--- src/rtl/decoder_scan_sequencer.sv ---
// -----------------------------------------------------------------------------
// decoder_scan_sequencer
//
// Upstream driver for a 2-to-4 decoder. Sweeps the decoder address A through
// 0..3, holding En high for a programmable dwell per slot, and separates
// consecutive slots with BLANK cycles of En low so the driven lines never
// ghost. Runs either one sweep (ending with a one-cycle done pulse) or scans
// continuously until stopped.
//
// Parameters
//   DWELL_W : width of the dwell input and of the dwell down-counter
//   BLANK   : En-low cycles between consecutive slots (0 = no gap)
//
// Ports
//   clk    in   1        rising-edge clock
//   rst    in   1        synchronous active-high reset, overrides start/stop
//   start  in   1        begin a sweep; only looked at while idle
//   stop   in   1        abort any sweep; stop beats start when both are high
//   mode   in   1        0 = single sweep, 1 = continuous; captured on start
//   dwell  in   DWELL_W  En-high cycles per slot; captured on start; 0 acts as 1
//   A      out  2        decoder address
//   En     out  1        decoder enable
//   busy   out  1        high while a sweep is running
//   done   out  1        one-cycle pulse after the last slot of a single sweep
//
// All outputs are registered; a start accepted at an edge shows A=0, En=1,
// busy=1 immediately after that same edge.
// -----------------------------------------------------------------------------
module decoder_scan_sequencer #(
    parameter int DWELL_W = 8,
    parameter int BLANK   = 2
) (
    input  logic               clk,
    input  logic               rst,
    input  logic               start,
    input  logic               stop,
    input  logic               mode,
    input  logic [DWELL_W-1:0] dwell,
    output logic [1:0]         A,
    output logic               En,
    output logic               busy,
    output logic               done
);

    // Gap counter must be able to hold BLANK; keep at least one bit so the
    // logic stays well formed when gaps are disabled.
    localparam int GAP_W = (BLANK < 1) ? 1 : $clog2(BLANK + 1);

    typedef enum logic [1:0] {
        IDLE   = 2'd0,
        ACTIVE = 2'd1,
        GAP    = 2'd2
    } state_t;

    state_t             state;
    state_t             state_nxt;
    logic [1:0]         a_nxt;
    logic               en_nxt;
    logic               busy_nxt;
    logic               done_nxt;
    logic [DWELL_W-1:0] cnt;
    logic [DWELL_W-1:0] cnt_nxt;
    logic [GAP_W-1:0]   gcnt;
    logic [GAP_W-1:0]   gcnt_nxt;
    logic               launch;

    // Sweep configuration captured when a start is accepted.
    logic               mode_q;
    logic [DWELL_W-1:0] dwell_q;
    logic [DWELL_W-1:0] dwell_eff;

    assign dwell_eff = (dwell == '0) ? DWELL_W'(1) : dwell;

    // Next-state and next-output logic. cnt holds the En-high cycles still
    // to go in the current slot including the present one, so the slot ends
    // when it reads 1. gcnt does the same for the blanking gap.
    always_comb begin
        state_nxt = state;
        a_nxt     = A;
        en_nxt    = En;
        busy_nxt  = busy;
        done_nxt  = 1'b0;
        cnt_nxt   = cnt;
        gcnt_nxt  = gcnt;
        launch    = 1'b0;

        if (stop) begin
            state_nxt = IDLE;
            a_nxt     = 2'd0;
            en_nxt    = 1'b0;
            busy_nxt  = 1'b0;
        end else begin
            case (state)
                IDLE: begin
                    a_nxt    = 2'd0;
                    en_nxt   = 1'b0;
                    busy_nxt = 1'b0;
                    if (start) begin
                        launch    = 1'b1;
                        state_nxt = ACTIVE;
                        en_nxt    = 1'b1;
                        busy_nxt  = 1'b1;
                        cnt_nxt   = dwell_eff;
                    end
                end

                ACTIVE: begin
                    if (cnt > DWELL_W'(1)) begin
                        cnt_nxt = cnt - DWELL_W'(1);
                    end else if ((A != 2'd3) || mode_q) begin
                        if (BLANK > 0) begin
                            // A holds through the gap; it only advances
                            // while En is low.
                            state_nxt = GAP;
                            en_nxt    = 1'b0;
                            gcnt_nxt  = GAP_W'(BLANK);
                        end else begin
                            a_nxt   = A + 2'd1;
                            cnt_nxt = dwell_q;
                        end
                    end else begin
                        // Last slot of a single sweep: no trailing gap.
                        state_nxt = IDLE;
                        a_nxt     = 2'd0;
                        en_nxt    = 1'b0;
                        busy_nxt  = 1'b0;
                        done_nxt  = 1'b1;
                    end
                end

                GAP: begin
                    if (gcnt > GAP_W'(1)) begin
                        gcnt_nxt = gcnt - GAP_W'(1);
                    end else begin
                        state_nxt = ACTIVE;
                        a_nxt     = A + 2'd1;   // wraps 3 -> 0 when scanning
                        en_nxt    = 1'b1;
                        cnt_nxt   = dwell_q;
                    end
                end

                default: begin
                    state_nxt = IDLE;
                    a_nxt     = 2'd0;
                    en_nxt    = 1'b0;
                    busy_nxt  = 1'b0;
                end
            endcase
        end
    end

    always_ff @(posedge clk) begin
        if (rst) begin
            state <= IDLE;
            A     <= 2'd0;
            En    <= 1'b0;
            busy  <= 1'b0;
            done  <= 1'b0;
            cnt   <= '0;
            gcnt  <= '0;
        end else begin
            state <= state_nxt;
            A     <= a_nxt;
            En    <= en_nxt;
            busy  <= busy_nxt;
            done  <= done_nxt;
            cnt   <= cnt_nxt;
            gcnt  <= gcnt_nxt;
        end
    end

    // Configuration is only consumed while a sweep runs, and a sweep can
    // only begin through launch, so these registers need no reset.
    always_ff @(posedge clk) begin
        if (launch && !rst) begin
            mode_q  <= mode;
            dwell_q <= dwell_eff;
        end
    end

endmodule

--- config.mk ---
export PLATFORM = sky130hd
export DESIGN_NAME = decoder_scan_sequencer
export DESIGN_NICKNAME = d
export VERILOG_FILES = /design/src/rtl/decoder_scan_sequencer.sv
export SDC_FILE = /design/constraint.sdc
export NUM_CORES = 1
export LEC_CHECK = 0
export ABC_CLOCK_PERIOD_IN_PS = 2500
export CORE_ASPECT_RATIO = 1.5
export CORE_MARGIN = 3
export CORE_UTILIZATION = 40
export DETAILED_ROUTE_END_ITERATION = 12
export PLACE_DENSITY = 0.59
export SLEW_MARGIN = 20
export SYNTH_ARGS = -nofsm -noshare
export SYNTH_HDL_FRONTEND = slang
export SYNTH_SLANG_ARGS = --single-unit
--- constraint.sdc ---
create_clock -name clk -period 2.5 [get_ports clk]
set_clock_uncertainty 0.1 [all_clocks]
set_input_delay 0.375 -clock clk [delete_from_list [all_inputs] [get_ports clk]]
set_output_delay 0.375 -clock clk [all_outputs]
set_load 0.01 [all_outputs]
==> run_results.csv <==
group,metric,value,unit
timing,max_freq,423,MHz
final_layout,multi_input_comb_area,805,um^2
drt,vias,1342,
global_routing,grt_max_degree,18,
synthesis,synth_top_area_share,22.4,%
power,powerDensity,583,mW/mm^2
timing,rsz0062_at_grt,"false",
placed_design,placed_area,0.00175,mm^2
clock_tree,cts_buffers,3,
final_layout,fillers,328,
worst_setup_path,r2r_start,"state[0]",
worst_setup_path,critPathKind,"register to register",
clock_tree,cts_hold_buf,0,
worst_setup_path,reg2regPathDepth,6,
placed_design,gp_congestion,0.839,
clock_tree,clk_latency,0.28,ns
clock_tree,clockBufferDepth,2,
global_routing,grt.busiest_layer,"met2",
worst_setup_path,start_kind,"register",
worst_setup_path,worst-r2r-setup-slack,0.13,ns
clock_tree,post_cts_resized,0,
placed_design,place_hpwl,2850,um
synthesis,yosysTopAreaCell,"dfxtp_1",
global_routing,grt_util_all_layers,17.5,%
global_routing,antenna_found_initial,0,
timing,fin_crit,2.37,ns
final_layout,final_area,0.00182,mm^2
floorplan,die_area,0.00459,mm^2
worst_setup_path,startpoint,"state[0]",
timing,hold_viol_final,0,
power,leakage,0.651,nW
clock_tree,cts.sinks,26,
drt,drcViolationCount,0,
global_routing,met2_usage,28.9,%
synthesis,ys_warn_count,0,
floorplan,start_util,43.2,%
worst_setup_path,critPathArrivalTime,2.47,ns
floorplan,rows,26,
synthesis,synth_area,0.00152,mm^2
run_status,status,"complete, no violations",
drt,dr.pass1.iters,4,
final_layout,regArea,611,um^2
final_layout,syn2layout_area_growth,19.9,%
drt,ant_nets,0,
job,maxCapViolations,0,
final_layout,nNetsFinal,202,
timing,slew_headroom,71.0,%
final_layout,layout_common_cells,"17 x dfxtp_1, 17 x clkdlybuf4s50_1, 12 x inv_1",
synthesis,synth_cells,165,
clock_tree,cts-root-buf,"clkbuf_8",
clock_tree,htree_levels,1,
clock_tree,cts_tree,"built",
global_routing,grt_pass1_wl,6310,um
timing,worst_pin_slew,0.435,ns
synthesis,ys_ff_latch,26,
synthesis,synth-main-ff-cell,"dfxtp_1",
drt,via_per_inst,6.05,
drt,drt_iter0_markers,43,
drt,wl_per_cell,16.7,um
drt,drt_wl_total,3720,um
synthesis,netlist-cell-type-count,47,
hold_path,min_path_type,"register to register",
synthesis,synthTopCellsByArea,"dfxtp_1 22%, edfxtp_1 18%, ha_1 6.6%, clkbuf_1 3.2%, inv_1 3.0%",
global_routing,use_met1,22.7,%
worst_setup_path,cp-end-kind,"register",
floorplan,die_h,81.5,um
timing,setup-violations-final,0,
floorplan,core,0.00351,mm^2
synthesis,synth_edf_count,9,
worst_setup_path,worst_ep_required_time,2.61,ns
synthesis,seq_area_frac_synth,40.2,%
synthesis,syn-num-nets,186,
floorplan,die_width,56.3,um
final_layout,drive_gt1_share,9.44,%
global_routing,overflow,0,
worst_setup_path,cp_max_fo,6,
worst_setup_path,crit_end,"cnt[0]",
power,power,0.00106,W
global_routing,grtUsageMet3,1.73,%
worst_setup_path,r2r_end,"cnt[0]",
placed_design,port_buffers,17,
synthesis,async_flop_share,0,%
timing,drv_slew,0,
timing,setup_tns,0,ns
synthesis,syn_avg_cell_area,9.21,um^2
timing,period_share,94.6,%
final_layout,antennaDiodeCount,0,
clock_tree,post_cts_buffers,0,
clock_tree,clk_pin_slew,0.10,ns
power,ir_drop,339,uV
global_routing,grt_pass1_vias,1308,
floorplan,ios,18,
-- report_power, final --
group | switching (W) | internal, W
Combinational | 0.000124 | 0.000101
Clock | 0.000145 | 0.000214
Sequential | 0.0000194 | 0.000458
Total | 0.000288 | 0.000774
-- cell type report --
type / count / share of cell area, %
inverter: 12 / 2.47
sequential: 26 / 33.5
clock inverter: 1 / 1.65
multi-input combinational: 112 / 44.2
clock buffer: 3 / 2.27
timing repair buffer: 26 / 13.0
tap: 42 / 2.88
-- worst max-delay path, stage by stage (launching register included) --
cell and delay, ns:
dfxtp_1 0.39, inv_1 0.08, ha_1 0.22, and3b_1 0.21, or4_1 0.57, or4_1 0.56, a21oi_1 0.16
-- cells in the mapped netlist, drive strengths merged, types with 2 or more instances --
cell,count
a2111oi,2
a211oi,4
a21oi,8
a221oi,3
and3b,2
buf,2
clkbuf,13
dfxtp,17
edfxtp,9
ha,8
inv,12
mux2i,4
nand2,11
nand3,2
nand3b,4
nor2,8
nor3,4
nor4,8
nor4b,2
o2111ai,3
o21ai,5
o31a,2
o31ai,3
o32ai,2
or3,3
or4,5
-- registers in the layout (all words and copies together) (netlist names) --
signal,cells
gcnt,2
done,1
mode_q,1
En,1
A,2
busy,1
state,2
cnt,8
dwell_q,8
-- per-layer routing --
layer,vias to the layer above,wire [um]
li1,656,-
met2,36,1860
met4,0,109
met3,11,107
met1,639,1640
met5,-,0
-- cell families after synthesis --
| kind of cell | after synthesis | share of synthesized area, % |
|---|---|---|
| muxes | 5 | 3.38 |
| AOI/OAI and AO/OA | 41 | 19.5 |
| xor gates and xnor gates | 2 | 1.15 |
| and+or+nand+nor | 56 | 22.3 |
| adders and majority gates | 8 | 6.59 |
| DFF | 26 | 40.2 |
| buffers and inverters | 27 | 6.84 |
-- worst min-delay path by stage --
stage | start | end | slack, ns | cells after the start
after floorplan | stop | En | 0.35 | 1
after global placement | A[1] | A[1] | 0.36 | 2
after detailed placement | A[0] | A[0] | 0.39 | 2
after CTS | A[0] | A[0] | 0.41 | 2
after global routing | gcnt[0] | gcnt[0] | 0.43 | 2
final | A[1] | A[1] | 0.40 | 2
-- through the flow --
step	setup slack (ns)	std cells	utilization [%]	hold WS (ns)
final	0.134	222	51.9	0.402
after global routing	0.0229	222	51.9	0.428
after CTS	0.146	222	51.9	0.406
after detailed placement	0.151	218	49.8	0.392
after global placement	0.231	218	49.8	0.364
after floorplan	0.158	165	-	0.354
No activity file was read; power rests on OpenSTA's default activity.
